File: src/rtl/bus_arbiter_wdt_pkg.sv
// Shared definitions for the bus arbiter: active-low levels, master count, owner encodings.
// Also holds the round-robin scan used for both normal and forced bus release.
package bus_arbiter_wdt_pkg;

  localparam logic ENABLE_  = 1'b0;
  localparam logic DISABLE_ = 1'b1;

  localparam int BUS_MASTER_CH = 4;
  localparam int BUS_OWNER_W   = 2;

  typedef enum logic [BUS_OWNER_W-1:0] {
    BUS_OWNER_M0 = 2'd0,
    BUS_OWNER_M1 = 2'd1,
    BUS_OWNER_M2 = 2'd2,
    BUS_OWNER_M3 = 2'd3
  } bus_owner_e;

  // First requester at cur+1, cur+2, cur+3 (mod 4); the current owner is never chosen.
  // Returns cur when nobody else is requesting.
  function automatic logic [BUS_OWNER_W-1:0] rr_scan(
    input logic [BUS_OWNER_W-1:0]   cur,
    input logic [BUS_MASTER_CH-1:0] req
  );
    logic [BUS_OWNER_W-1:0] cand;
    rr_scan = cur;
    for (int k = BUS_MASTER_CH - 1; k >= 1; k--) begin
      cand = cur + BUS_OWNER_W'(k);
      if (req[cand]) rr_scan = cand;
    end
  endfunction

endpackage

File: src/rtl/bus_arbiter_wdt_wdt_counter.sv
// Bus-timeout watchdog: counts strobe-without-ready cycles and fires at TIMEOUT_CYCLES.
// The fire strobe is combinational (feeds the arbiter); timeout_err is its registered pulse.
module bus_wdt_counter
  import bus_arbiter_wdt_pkg::*;
#(
  parameter int TIMEOUT_CYCLES = 255,
  parameter int CNT_WIDTH      = 8
) (
  input  logic clk,
  input  logic reset,
  input  logic m_as_n,
  input  logic m_rdy_n,
  input  logic owner_chg,
  output logic fire,
  output logic timeout_err
);

  localparam logic [CNT_WIDTH-1:0] LIMIT = CNT_WIDTH'(TIMEOUT_CYCLES - 1);

  logic [CNT_WIDTH-1:0] wdt_cnt_q, wdt_cnt_d;
  logic                 timeout_err_q, timeout_err_d;
  logic                 stall;

  always_comb begin
    stall         = (m_as_n == ENABLE_) && (m_rdy_n == DISABLE_);
    fire          = stall && (wdt_cnt_q == LIMIT);
    timeout_err_d = fire;
    wdt_cnt_d     = wdt_cnt_q + CNT_WIDTH'(1);
    // Firing clears too, so the counter can never wrap past LIMIT.
    if (!stall || fire || owner_chg) wdt_cnt_d = '0;
  end

  always_ff @(posedge clk) begin
    if (reset == ENABLE_) begin
      wdt_cnt_q     <= '0;
      timeout_err_q <= 1'b0;
    end else begin
      wdt_cnt_q     <= wdt_cnt_d;
      timeout_err_q <= timeout_err_d;
    end
  end

  assign timeout_err = timeout_err_q;

endmodule

File: src/rtl/bus_arbiter_wdt.sv
// Round-robin arbiter for four bus masters with a bus-lock watchdog; grants are registered (1 clk).
// Owner holds the bus while requesting; watchdog fire forces a round-robin advance past the owner.
module bus_arbiter_wdt
  import bus_arbiter_wdt_pkg::*;
#(
  parameter int TIMEOUT_CYCLES = 255,
  parameter int CNT_WIDTH      = 8
) (
  input  logic                   clk,
  input  logic                   reset,
  input  logic                   m0_req_n,
  input  logic                   m1_req_n,
  input  logic                   m2_req_n,
  input  logic                   m3_req_n,
  input  logic                   m_as_n,
  input  logic                   m_rdy_n,
  output logic                   m0_grnt_n,
  output logic                   m1_grnt_n,
  output logic                   m2_grnt_n,
  output logic                   m3_grnt_n,
  output logic [BUS_OWNER_W-1:0] owner,
  output logic                   timeout_err
);

  bus_owner_e               state_q, state_d;
  logic [BUS_MASTER_CH-1:0] grnt_q, grnt_d;
  logic [BUS_MASTER_CH-1:0] req;
  logic                     wdt_fire;
  logic                     owner_chg;

  assign req = ~{m3_req_n, m2_req_n, m1_req_n, m0_req_n};

  always_comb begin
    state_d = state_q;
    if (!req[state_q] || wdt_fire) state_d = bus_owner_e'(rr_scan(state_q, req));
    owner_chg = (state_d != state_q);

    grnt_d = {BUS_MASTER_CH{DISABLE_}};
    case (state_d)
      BUS_OWNER_M0: grnt_d[0] = ENABLE_;
      BUS_OWNER_M1: grnt_d[1] = ENABLE_;
      BUS_OWNER_M2: grnt_d[2] = ENABLE_;
      BUS_OWNER_M3: grnt_d[3] = ENABLE_;
      default:      grnt_d[0] = ENABLE_;
    endcase
  end

  // Bus parks on m0 out of reset.
  always_ff @(posedge clk) begin
    if (reset == ENABLE_) begin
      state_q <= BUS_OWNER_M0;
      grnt_q  <= {DISABLE_, DISABLE_, DISABLE_, ENABLE_};
    end else begin
      state_q <= state_d;
      grnt_q  <= grnt_d;
    end
  end

  bus_wdt_counter #(
    .TIMEOUT_CYCLES(TIMEOUT_CYCLES),
    .CNT_WIDTH     (CNT_WIDTH)
  ) u_wdt (
    .clk        (clk),
    .reset      (reset),
    .m_as_n     (m_as_n),
    .m_rdy_n    (m_rdy_n),
    .owner_chg  (owner_chg),
    .fire       (wdt_fire),
    .timeout_err(timeout_err)
  );

  assign {m3_grnt_n, m2_grnt_n, m1_grnt_n, m0_grnt_n} = grnt_q;
  assign owner = state_q;

endmodule
File: config.mk
export PLATFORM = sky130hd
export DESIGN_NAME = bus_arbiter_wdt
export DESIGN_NICKNAME = d
export VERILOG_FILES = /design/src/rtl/bus_arbiter_wdt_pkg.sv /design/src/rtl/bus_arbiter_wdt_wdt_counter.sv /design/src/rtl/bus_arbiter_wdt.sv
export SDC_FILE = /design/constraint.sdc
export NUM_CORES = 1
export LEC_CHECK = 0
export ABC_AREA = 1
export BUFFER_PORTS_ARGS = -buffer_cell sky130_fd_sc_hd__buf_2
export CORE_MARGIN = 10
export CORE_UTILIZATION = 55
export DETAILED_ROUTE_END_ITERATION = 10
export PLACE_DENSITY_LB_ADDON = 0.08
export SLEW_MARGIN = 5
export SYNTH_ARGS = -nofsm -noshare
export SYNTH_HDL_FRONTEND = slang
export SYNTH_SLANG_ARGS = --single-unit
File: constraint.sdc
create_clock -name clk -period 4.3 [get_ports clk]
set_input_delay 0.86 -clock clk [delete_from_list [all_inputs] [get_ports clk]]
set_output_delay 0.86 -clock clk [all_outputs]
set_load 0.01 [all_outputs]
==> impl_metrics.env <==
export IMPL_status="finished, final reports clean"
export IMPL_grt_max_degree=15
export IMPL_postSynthAreaPerCell_um2=6.601
export IMPL_final_max_slew_viol_count=0
export IMPL_end_kind="primary output"
export IMPL_wl_per_cell_um=10.39
export IMPL_die_area_um2=3486
export IMPL_min_period_ns=1.954
export IMPL_drtIter0Drc=13
export IMPL_finalSetupViolCount=0
export IMPL_num_rows=14
export IMPL_cp_depth=1
export IMPL_final_cells=160
export IMPL_grt_pass1_vias=729
export IMPL_die_h_um=59.04
export IMPL_swShare_pct=48.50
export IMPL_initial_core_util_pct=56.97
export IMPL_p_sw_uw=297.9
export IMPL_async_flop_share_pct=0
export IMPL_cp_arrival_ns=1.09
export IMPL_fin_crit_sh_pct=45.43
export IMPL_drive_gt1_share_pct=20.83
export IMPL_seq_power_share_pct=32.0
export IMPL_syn2layout_area_growth_pct=13.13
export IMPL_vias=797
export IMPL_dp_hpwl_um=1335
export IMPL_worstHoldPathType="register to register"
export IMPL_syn_area_um2=838.3
export IMPL_synth_top_area_cell="dfxtp_1"
export IMPL_powerDensity_nw_per_um2=647.6
export IMPL_cts_root_buf="clkbuf_4"
export IMPL_drc=0
export IMPL_grt_overflow_total=0
export IMPL_cpLargestDelayFamily="flip-flops"
export IMPL_yosysMostFrequentCell="nand2_1"
export IMPL_clk_latency_ns=0.28
export IMPL_place_inst=156
export IMPL_track_usage_pct=10.47
export IMPL_cts_inserted_buffers=3
export IMPL_synthFlopType="dfxtp_1"
export IMPL_reg2reg_setup_slack_ns=2.51
export IMPL_clock_fmax_mhz=511.9
export IMPL_clkTransAtPathRegs_ns=0.09
export IMPL_synthDistinctLibCells=17
export IMPL_fillers=151
export IMPL_nNetsFinal=155
export IMPL_internal_power_uw=316.3
export IMPL_die_w_um=59.04
export IMPL_r2r_end="u_wdt.wdt_cnt_q[2]"
export IMPL_antenna_found_initial=0
export IMPL_worstSetupPathType="register to primary output"
export IMPL_num_io_pins=15
export IMPL_start_kind="register"
export IMPL_dpl_worst_slack_ns=2.216
export IMPL_cts_tree="done"
export IMPL_pwr_share_comb_pct=55.3
export IMPL_skew_ns=0.006121
export IMPL_grt_first_pass_wirelength_um=2980
export IMPL_crit_path_start="owner[0]"
export IMPL_required_ns=3.44
export IMPL_path_buf_inv=1
export IMPL_clockBufferDepth=2
export IMPL_worst_r2r_cell_count=10
export IMPL_slowest_stage="dfxtp_1"
export IMPL_drt_pass1_iter_count=4
export IMPL_drv_cap=0
export IMPL_path_cells="buf_2"
export IMPL_synth_warning_count=0
export IMPL_r2r_start="owner[0]"
export IMPL_peakVddDrop_uv=303.0
export IMPL_numClockSinks=15
export IMPL_endpoint="owner[0]"
export IMPL_worst_slack_ns=2.346
export IMPL_synthDominantCellAreaShare_pct=35.82
export IMPL_worst_pin_slew_ns=0.4285
export IMPL_gp_congestion=0.8611
export IMPL_core_area_um2=1471
export IMPL_portBuffers=14
export IMPL_cts_setup_buffers=0
export IMPL_synth_area_leaders="dfxtp_1 36%, nand2_1 20%, nand3_1 7.2%"
export IMPL_wl_um=1662
export IMPL_diodes=0
export IMPL_synth_common_cells="45 x nand2_1, 15 x dfxtp_1, 14 x nor2_1"
export IMPL_avgViaCountPerCell=4.981
export IMPL_syn_inst=127
export IMPL_cts_hold_buf=0
export IMPL_pwr_share_clk_pct=12.7
export IMPL_synth_edf_count=0
export IMPL_post_cts_resized=0
export IMPL_synth_seq_cells=15
export IMPL_rsz0062_at_grt="no"
export IMPL_htree_levels=1
export IMPL_critPathMaxFanout=14
export IMPL_finalSetupTns_ns=0
export IMPL_slew_headroom_pct=71.39
export IMPL_seq_area_frac_synth_pct=35.82
export IMPL_hold_viol_final=0
export IMPL_p_leak_nw=0.4786
export IMPL_ant_nets=0
export IMPL_max_stage_delay_ns=0.59
export IMPL_synth_fp_nets=137
[flip-flops by register name, summed over array words and instances, names as in the netlist]
signal,count
grnt_q,4
u_wdt.wdt_cnt_q,8
u_wdt.timeout_err,1
owner,2
[worst min path at each step]
stage | cells after the start | startpoint | endpoint | slack [ns]
after global routing | 1 | u_wdt.wdt_cnt_q[0] | u_wdt.wdt_cnt_q[0] | 0.54
after CTS | 1 | u_wdt.wdt_cnt_q[0] | u_wdt.wdt_cnt_q[0] | 0.47
after floorplan | 1 | u_wdt.wdt_cnt_q[0] | u_wdt.wdt_cnt_q[0] | 0.43
after detailed placement | 1 | u_wdt.wdt_cnt_q[0] | u_wdt.wdt_cnt_q[0] | 0.45
final | 1 | u_wdt.wdt_cnt_q[0] | u_wdt.wdt_cnt_q[0] | 0.47
after global placement | 1 | u_wdt.wdt_cnt_q[0] | u_wdt.wdt_cnt_q[0] | 0.46
[placed cells by master (no fill, tap or decap), drive strengths merged]
master | synthesis | layout
nand2 | 49 | 49
inv | 16 | 16
dfxtp | 15 | 15
nor2 | 15 | 15
buf | 1 | 14
nand3 | 13 | 13
o21ai | 6 | 6
nand4 | 3 | 3
xor2 | 3 | 3
xnor2 | 3 | 3
clkbuf | 0 | 3
ha | 2 | 2
a21oi | 1 | 1
clkinv | 0 | 1
[power by group through the flow]
stage	combinational [mW]	sequential (mW)	clock (mW)
after global routing	0.392	0.201	0.0842
after global placement	0.332	0.198	0
after detailed placement	0.341	0.200	0
after CTS	0.342	0.197	0.0797
final	0.339	0.197	0.0782
after floorplan	0.265	0.201	0
[stage by stage]
step                instance area [um^2]  utilization (%)  total power [mW]  hold WS (ns)
global route                       948.4            64.46            0.6774        0.5400
CTS                                948.4            64.46            0.6179        0.4746
detailed placement                 920.9            62.59            0.5403        0.4521
floorplan                          838.3                -            0.4661        0.4297
finish                             948.4            64.46            0.6142        0.4731
global placement                   920.9            62.59            0.5302        0.4557
[cells by family after synthesis]
| family | after synthesis | synth area share (%) |
|---|---|---|
| buffers and inverters | 17 | 8.060 |
| and+or+nand+nor | 80 | 41.34 |
| DFF | 15 | 35.82 |
| xor gates and xnor gates | 6 | 6.270 |
| adders and majority gates | 2 | 2.985 |
| AOI/OAI and AO/OA | 7 | 5.522 |
[routing by layer]
metal | routed length, um | vias to the layer above | GRT usage [%]
met5 | 0 | - | 0
met2 | 827 | 16 | 17.87
met4 | 25 | 0 | 3.934
met1 | 743 | 349 | 11.95
met3 | 65 | 4 | 3.004
li1 | - | 428 | -
[cell type report]
class	count	area (um^2)	share of cell area (%)
sequential	15	300.3	31.66
clock inverter	1	5.005	0.5277
multi-input combinational	95	470.5	49.60
clock buffer	3	22.52	2.375
inverter	16	60.06	6.332
timing repair buffer	14	70.07	7.388
tap	16	20.02	2.111
(Power assumes the default switching activity.)
